[src/rtl/audio_pkg.sv]
// Shared audio definitions for the tone synthesizer and the signal analyser.
// Contents:
//   PITCH_*   2-bit pitch class encoding, common to both directions
//   SAMPLE_W  codec sample width
//   state_e   transmit-side handshake FSM states
package audio_pkg;

  localparam logic [1:0] PITCH_LOW    = 2'b00;
  localparam logic [1:0] PITCH_MID    = 2'b01;
  localparam logic [1:0] PITCH_HIGH   = 2'b11;
  localparam logic [1:0] PITCH_SILENT = 2'b10;

  localparam int SAMPLE_W = 24;

  typedef enum logic [1:0] {
    ST_IDLE  = 2'b00,
    ST_GEN   = 2'b01,
    ST_OFFER = 2'b10
  } state_e;

endpackage

[src/rtl/square_osc.sv]
// Square-wave oscillator core.
// Holds the sample counter (phase), the half-wave sign (polarity) and the
// pitch class latched at the last half-period boundary.
// Ports:
//   clk, rst   system clock, asynchronous active-high reset
//   step_i     one-cycle strobe, advances the oscillator by one sample
//   pitch_i    requested pitch class, taken only at a half-period boundary
//   mag_i      magnitude of the current sample
//   sample_o   signed sample for the current oscillator state
module square_osc
  import audio_pkg::*;
#(
  parameter int unsigned HALF_LOW  = 120,
  parameter int unsigned HALF_MID  = 60,
  parameter int unsigned HALF_HIGH = 30
) (
  input  logic                clk,
  input  logic                rst,
  input  logic                step_i,
  input  logic [1:0]          pitch_i,
  input  logic [SAMPLE_W-1:0] mag_i,
  output logic [SAMPLE_W-1:0] sample_o
);

  logic [7:0] phase_q, phase_d;
  logic       polarity_q, polarity_d;
  logic [1:0] cur_pitch_q, cur_pitch_d;
  logic [7:0] half_sel;

  always_comb begin
    case (cur_pitch_q)
      PITCH_LOW:  half_sel = 8'(HALF_LOW);
      PITCH_MID:  half_sel = 8'(HALF_MID);
      PITCH_HIGH: half_sel = 8'(HALF_HIGH);
      default:    half_sel = 8'd1;
    endcase
  end

  always_comb begin
    phase_d     = phase_q;
    polarity_d  = polarity_q;
    cur_pitch_d = cur_pitch_q;
    if (step_i) begin
      if (cur_pitch_q == PITCH_SILENT) begin
        // Silence parks the oscillator so the next tone starts positive.
        phase_d     = 8'd0;
        polarity_d  = 1'b0;
        cur_pitch_d = pitch_i;
      end else if (phase_q == half_sel - 8'd1) begin
        phase_d     = 8'd0;
        polarity_d  = (pitch_i == PITCH_SILENT) ? 1'b0 : ~polarity_q;
        cur_pitch_d = pitch_i;
      end else begin
        phase_d = phase_q + 8'd1;
      end
    end
  end

  always_ff @(posedge clk or posedge rst) begin
    if (rst) begin
      phase_q     <= 8'd0;
      polarity_q  <= 1'b0;
      cur_pitch_q <= PITCH_SILENT;
    end else begin
      phase_q     <= phase_d;
      polarity_q  <= polarity_d;
      cur_pitch_q <= cur_pitch_d;
    end
  end

  always_comb begin
    if (cur_pitch_q == PITCH_SILENT)
      sample_o = '0;
    else if (polarity_q)
      sample_o = ~mag_i + {{(SAMPLE_W-1){1'b0}}, 1'b1};
    else
      sample_o = mag_i;
  end

endmodule

[src/rtl/tone_synthesizer.sv]
// Square-wave tone generator feeding the codec playback FIFO.
// A GEN cycle loads the next oscillator sample into the output register, an
// OFFER phase holds it with write=1 until the FIFO takes it.
// Ports:
//   clk, reset    system clock, asynchronous active-high reset
//   enable        stream samples while high
//   pitch         00 low, 01 mid, 11 high, 10 silence
//   volumn        1 selects AMP_HI, 0 selects AMP_LO (sampled in GEN)
//   write_ready   FIFO can accept a sample
//   write         left/right hold a valid sample
//   left, right   identical two's-complement samples
module tone_synthesizer
  import audio_pkg::*;
#(
  parameter int unsigned          HALF_LOW  = 120,
  parameter int unsigned          HALF_MID  = 60,
  parameter int unsigned          HALF_HIGH = 30,
  parameter logic [SAMPLE_W-1:0]  AMP_HI    = 24'h3FFFFF,
  parameter logic [SAMPLE_W-1:0]  AMP_LO    = 24'h0FFFFF
) (
  input  logic                clk,
  input  logic                reset,
  input  logic                enable,
  input  logic [1:0]          pitch,
  input  logic                volumn,
  input  logic                write_ready,
  output logic                write,
  output logic [SAMPLE_W-1:0] left,
  output logic [SAMPLE_W-1:0] right
);

  state_e              state_q, state_d;
  logic [SAMPLE_W-1:0] left_q, left_d;
  logic [SAMPLE_W-1:0] mag;
  logic [SAMPLE_W-1:0] osc_sample;
  logic                accept;

  assign accept = (state_q == ST_OFFER) && write_ready;
  assign mag    = volumn ? AMP_HI : AMP_LO;

  square_osc #(
    .HALF_LOW  (HALF_LOW),
    .HALF_MID  (HALF_MID),
    .HALF_HIGH (HALF_HIGH)
  ) u_osc (
    .clk      (clk),
    .rst      (reset),
    .step_i   (accept),
    .pitch_i  (pitch),
    .mag_i    (mag),
    .sample_o (osc_sample)
  );

  always_comb begin
    state_d = state_q;
    left_d  = left_q;
    case (state_q)
      ST_IDLE:  if (enable) state_d = ST_GEN;
      ST_GEN: begin
        left_d  = osc_sample;
        state_d = ST_OFFER;
      end
      ST_OFFER: if (write_ready) state_d = enable ? ST_GEN : ST_IDLE;
      default:  state_d = ST_IDLE;
    endcase
  end

  always_ff @(posedge clk or posedge reset) begin
    if (reset) begin
      state_q <= ST_IDLE;
      left_q  <= '0;
    end else begin
      state_q <= state_d;
      left_q  <= left_d;
    end
  end

  // Decoded from the state register so reset drops write asynchronously.
  assign write = (state_q == ST_OFFER);
  assign left  = left_q;
  assign right = left_q;

endmodule

[config.mk]
export PLATFORM = sky130hd
export DESIGN_NAME = tone_synthesizer
export DESIGN_NICKNAME = d
export VERILOG_FILES = /design/src/rtl/audio_pkg.sv /design/src/rtl/square_osc.sv /design/src/rtl/tone_synthesizer.sv
export SDC_FILE = /design/constraint.sdc
export NUM_CORES = 1
export LEC_CHECK = 0
export ABC_AREA = 0
export CAP_MARGIN = 20
export CORE_UTILIZATION = 30
export CTS_CLUSTER_DIAMETER = 120
export DETAILED_ROUTE_END_ITERATION = 16
export HOLD_SLACK_MARGIN = 0.12
export PLACE_DENSITY = 0.66
export SLEW_MARGIN = 20
export SYNTH_ARGS = -nofsm -noshare
export SYNTH_HDL_FRONTEND = slang
export SYNTH_SLANG_ARGS = --single-unit
[constraint.sdc]
create_clock -name clk -period 2.22 [get_ports clk]
set_input_delay 0.222 -clock clk [delete_from_list [all_inputs] [get_ports clk]]
set_output_delay 0.222 -clock clk [all_outputs]
set_load 0.01 [all_outputs]
==> results.sh <==
export IMPL_status="completed"
export IMPL_reg2reg_to="u_osc.cur_pitch_q[0]"
export IMPL_startpoint="u_osc.cur_pitch_q[1]"
export IMPL_max_freq_ghz=0.455
export IMPL_multiInputGateArea_sq_um=488
export IMPL_fin_setup_tns_ns=0
export IMPL_row_count=23
export IMPL_yosys_warnings=0
export IMPL_ys_types=34
export IMPL_grt_ovfl_total=0
export IMPL_syn_to_final_growth_pct=28.1
export IMPL_track_usage_pct=11.2
export IMPL_initial_utilization_pct=31.5
export IMPL_path_class="reg2reg"
export IMPL_drv_cap=0
export IMPL_reg2reg_slack_ns=0.02
export IMPL_synthCells=140
export IMPL_cts_root_buf="clkbuf_8"
export IMPL_r2r_cells=7
export IMPL_dp_cells=200
export IMPL_grt_pass1_vias=845
export IMPL_vias=936
export IMPL_regToRegStartpoint="u_osc.cur_pitch_q[1]"
export IMPL_dp_slack_ns=0.00229
export IMPL_dieHeight_um=67.3
export IMPL_combinationalPowerShare_pct=34.2
export IMPL_cp_slowest_stage_delay_ns=0.57
export IMPL_synth_ff_type="dfrtp_1"
export IMPL_finalSetupViolCount=0
export IMPL_nets=171
export IMPL_p_sw_mw=0.340
export IMPL_drtAntennaViolNets=0
export IMPL_synth_area_sq_um=1280
export IMPL_clock_latency_ns=0.25
export IMPL_ios=56
export IMPL_antenna_found_initial=0
export IMPL_post_route_period_util_pct=98.9
export IMPL_wire_per_inst_um=11.3
export IMPL_max_slew_worst_pin_slew_ns=0.633
export IMPL_min_path_type="in2async"
export IMPL_grt_max_degree=32
export IMPL_p_int_mw=0.708
export IMPL_syn_area_per_cell_sq_um=9.12
export IMPL_cts_buffer_depth=2
export IMPL_worstPathRequired_ns=2.36
export IMPL_cts_tree="yes"
export IMPL_maxSlewViolCount=0
export IMPL_port_buffer_count=55
export IMPL_cts_max_level=1
export IMPL_hold_viol_final=0
export IMPL_hpwl_um=1770
export IMPL_firstDrtPassIters=4
export IMPL_relSlewSlack_pct=57.8
export IMPL_endpoint_kind="register"
export IMPL_fin_skew_ns=0.00329
export IMPL_die_w_um=67.3
export IMPL_p_leak_nw=0.692
export IMPL_ys_seq_elements=17
export IMPL_routabilityCongestion=0.784
export IMPL_cts_buffers=3
export IMPL_worst_slack_ns=0.0238
export IMPL_die_area_sq_um=4520
export IMPL_async_flop_share_pct=100
export IMPL_switching_share_pct=32.4
export IMPL_synth_edf_count=0
export IMPL_slowest_stage="dfstp_2"
export IMPL_fillers=405
export IMPL_peakVddDrop_v=0.000334
export IMPL_instances_no_fill=207
export IMPL_crit_end="u_osc.cur_pitch_q[0]"
export IMPL_pwr_share_seq_pct=43.9
export IMPL_drtIter0Drc=3
export IMPL_clkTransAtPathRegs_ns=0.07
export IMPL_drive_gt1_share_pct=12.1
export IMPL_drt_wl_total_um=2330
export IMPL_hold_buffers=0
export IMPL_vias_per_cell=4.52
export IMPL_pwr_share_clk_pct=21.9
export IMPL_cp_arrival_ns=2.33
export IMPL_postLayoutCoreUtil_pct=40.3
export IMPL_power_density_nw_per_um2=640
export IMPL_grt_pass1_wl_um=3820
export IMPL_startpoint_type="register"
export IMPL_cts_sinks=17
export IMPL_drc_errors=0
export IMPL_path_cells="inv_2, ha_2, or3_4, a211oi_2, a21o_2, and2_4, mux2_4"
export IMPL_coreArea_sq_um=4060
export IMPL_worst_path_max_fanout=4
export IMPL_fin_crit_ns=2.20
export IMPL_register_area_sq_um=427
export IMPL_synth_nets=153
export IMPL_diodes=0
export IMPL_yosysSeqAreaShare_pct=33.4
[Yosys cell counts (all sizes together), types with 3 or more instances]
master	instances	area (sq um)
buf	46	347
dfrtp	16	400
nand2	11	41.3
o21ai	8	40.0
inv	7	26.3
ha	6	75.1
nor2	6	22.5
xnor2	4	35.0
a21o	3	25.0
nand3	3	15.0
nor3	3	15.0
o31ai	3	22.5
xor2	3	26.3
[how the worst min path moves through the flow]
stage	from	end	slack, ns	cells past startpoint
3_3_place_gp	state_q[0]	state_q[0]	0.45	1
4_1_cts	reset	state_q[0]	0.38	2
6_report	reset	u_osc.polarity_q	0.35	2
3_5_place_dp	state_q[0]	state_q[0]	0.47	1
2_1_floorplan	reset	left[0]	0.15	1
5_1_grt	reset	state_q[0]	0.42	2
[through the flow]
step	hold WS [ns]	total power, mW	instance area [sq um]
floorplan	0.147	0.683	1280
global placement	0.451	0.806	1560
detailed placement	0.469	0.821	1560
CTS	0.375	1.05	1600
global route	0.420	1.12	1640
finish	0.348	1.05	1640
[flip-flops by register name (all words and copies together) (netlist names)]
name and flops:
left 4, state_q 2, u_osc.cur_pitch_q 2, u_osc.phase_q 8
u_osc.polarity_q 1
[layout make-up]
class | count | area share (%)
multi-input cells | 69 | 29.8
well taps | 50 | 3.82
inverters | 7 | 1.61
clock buffers | 4 | 2.75
flip-flops and latches | 17 | 26.1
repair buffers | 60 | 35.9
[worst max-delay path: cells and delay by family (launching register included)]
kind,cells,cell delay [ns]
DFF,1,0.57
muxes,1,0.30
buffers and inverters,1,0.06
AOI/OAI and AO/OA,2,0.43
and+or+nand+nor,2,0.54
adders and majority gates,1,0.17
[kinds of logic after synthesis]
logic type / synth area share [%]
adders and majority gates: 5.88
xor gates and xnor gates: 4.80
DFF: 33.4
muxes: 3.13
buffers and inverters: 29.5
AOI/OAI and AO/OA: 9.50
and+or+nand+nor: 13.8
[placed cells by master (no fill, tap or decap), types with 2 or more instances in the layout]
cell             instances
a21o_2                   2
clkdlybuf4s50_1         55
mux2_4                   2
nand2b_1                 2
o21ai_0                  8
xor2_1                   3
dfrtp_1                 16
nor3_1                   3
buf_4                    5
nand2_1                 11
nand3_1                  3
nor2_1                   6
xnor2_1                  4
inv_1                    6
o31ai_1                  3
clkbuf_8                 3
ha_1                     5
[repair_timing]
item                       CTS  global route
setup endpoints to repair    1             3
pin swaps                    1             3
gates resized for setup      0             4
hold endpoints to repair     0             0
buffers inserted             0             3
gates cloned                 0             0
[power groups by stage]
stage | Clock (mW) | Combinational, mW | Sequential, mW
floorplan | 0 | 0.229 | 0.454
global placement | 0 | 0.347 | 0.459
detailed placement | 0 | 0.354 | 0.466
CTS | 0.236 | 0.358 | 0.459
global route | 0.247 | 0.396 | 0.475
finish | 0.230 | 0.358 | 0.460
[metal layers]
metal | share of wire (%) | GRT usage (%) | vias to the layer above
met5 | 0 | 0 | -
met4 | 0.94 | 3.19 | 0
met3 | 8.0 | 3.89 | 2
met2 | 50 | 19.5 | 49
met1 | 41 | 12.8 | 432
li1 | - | - | 453
(Power assumes the default switching activity.)
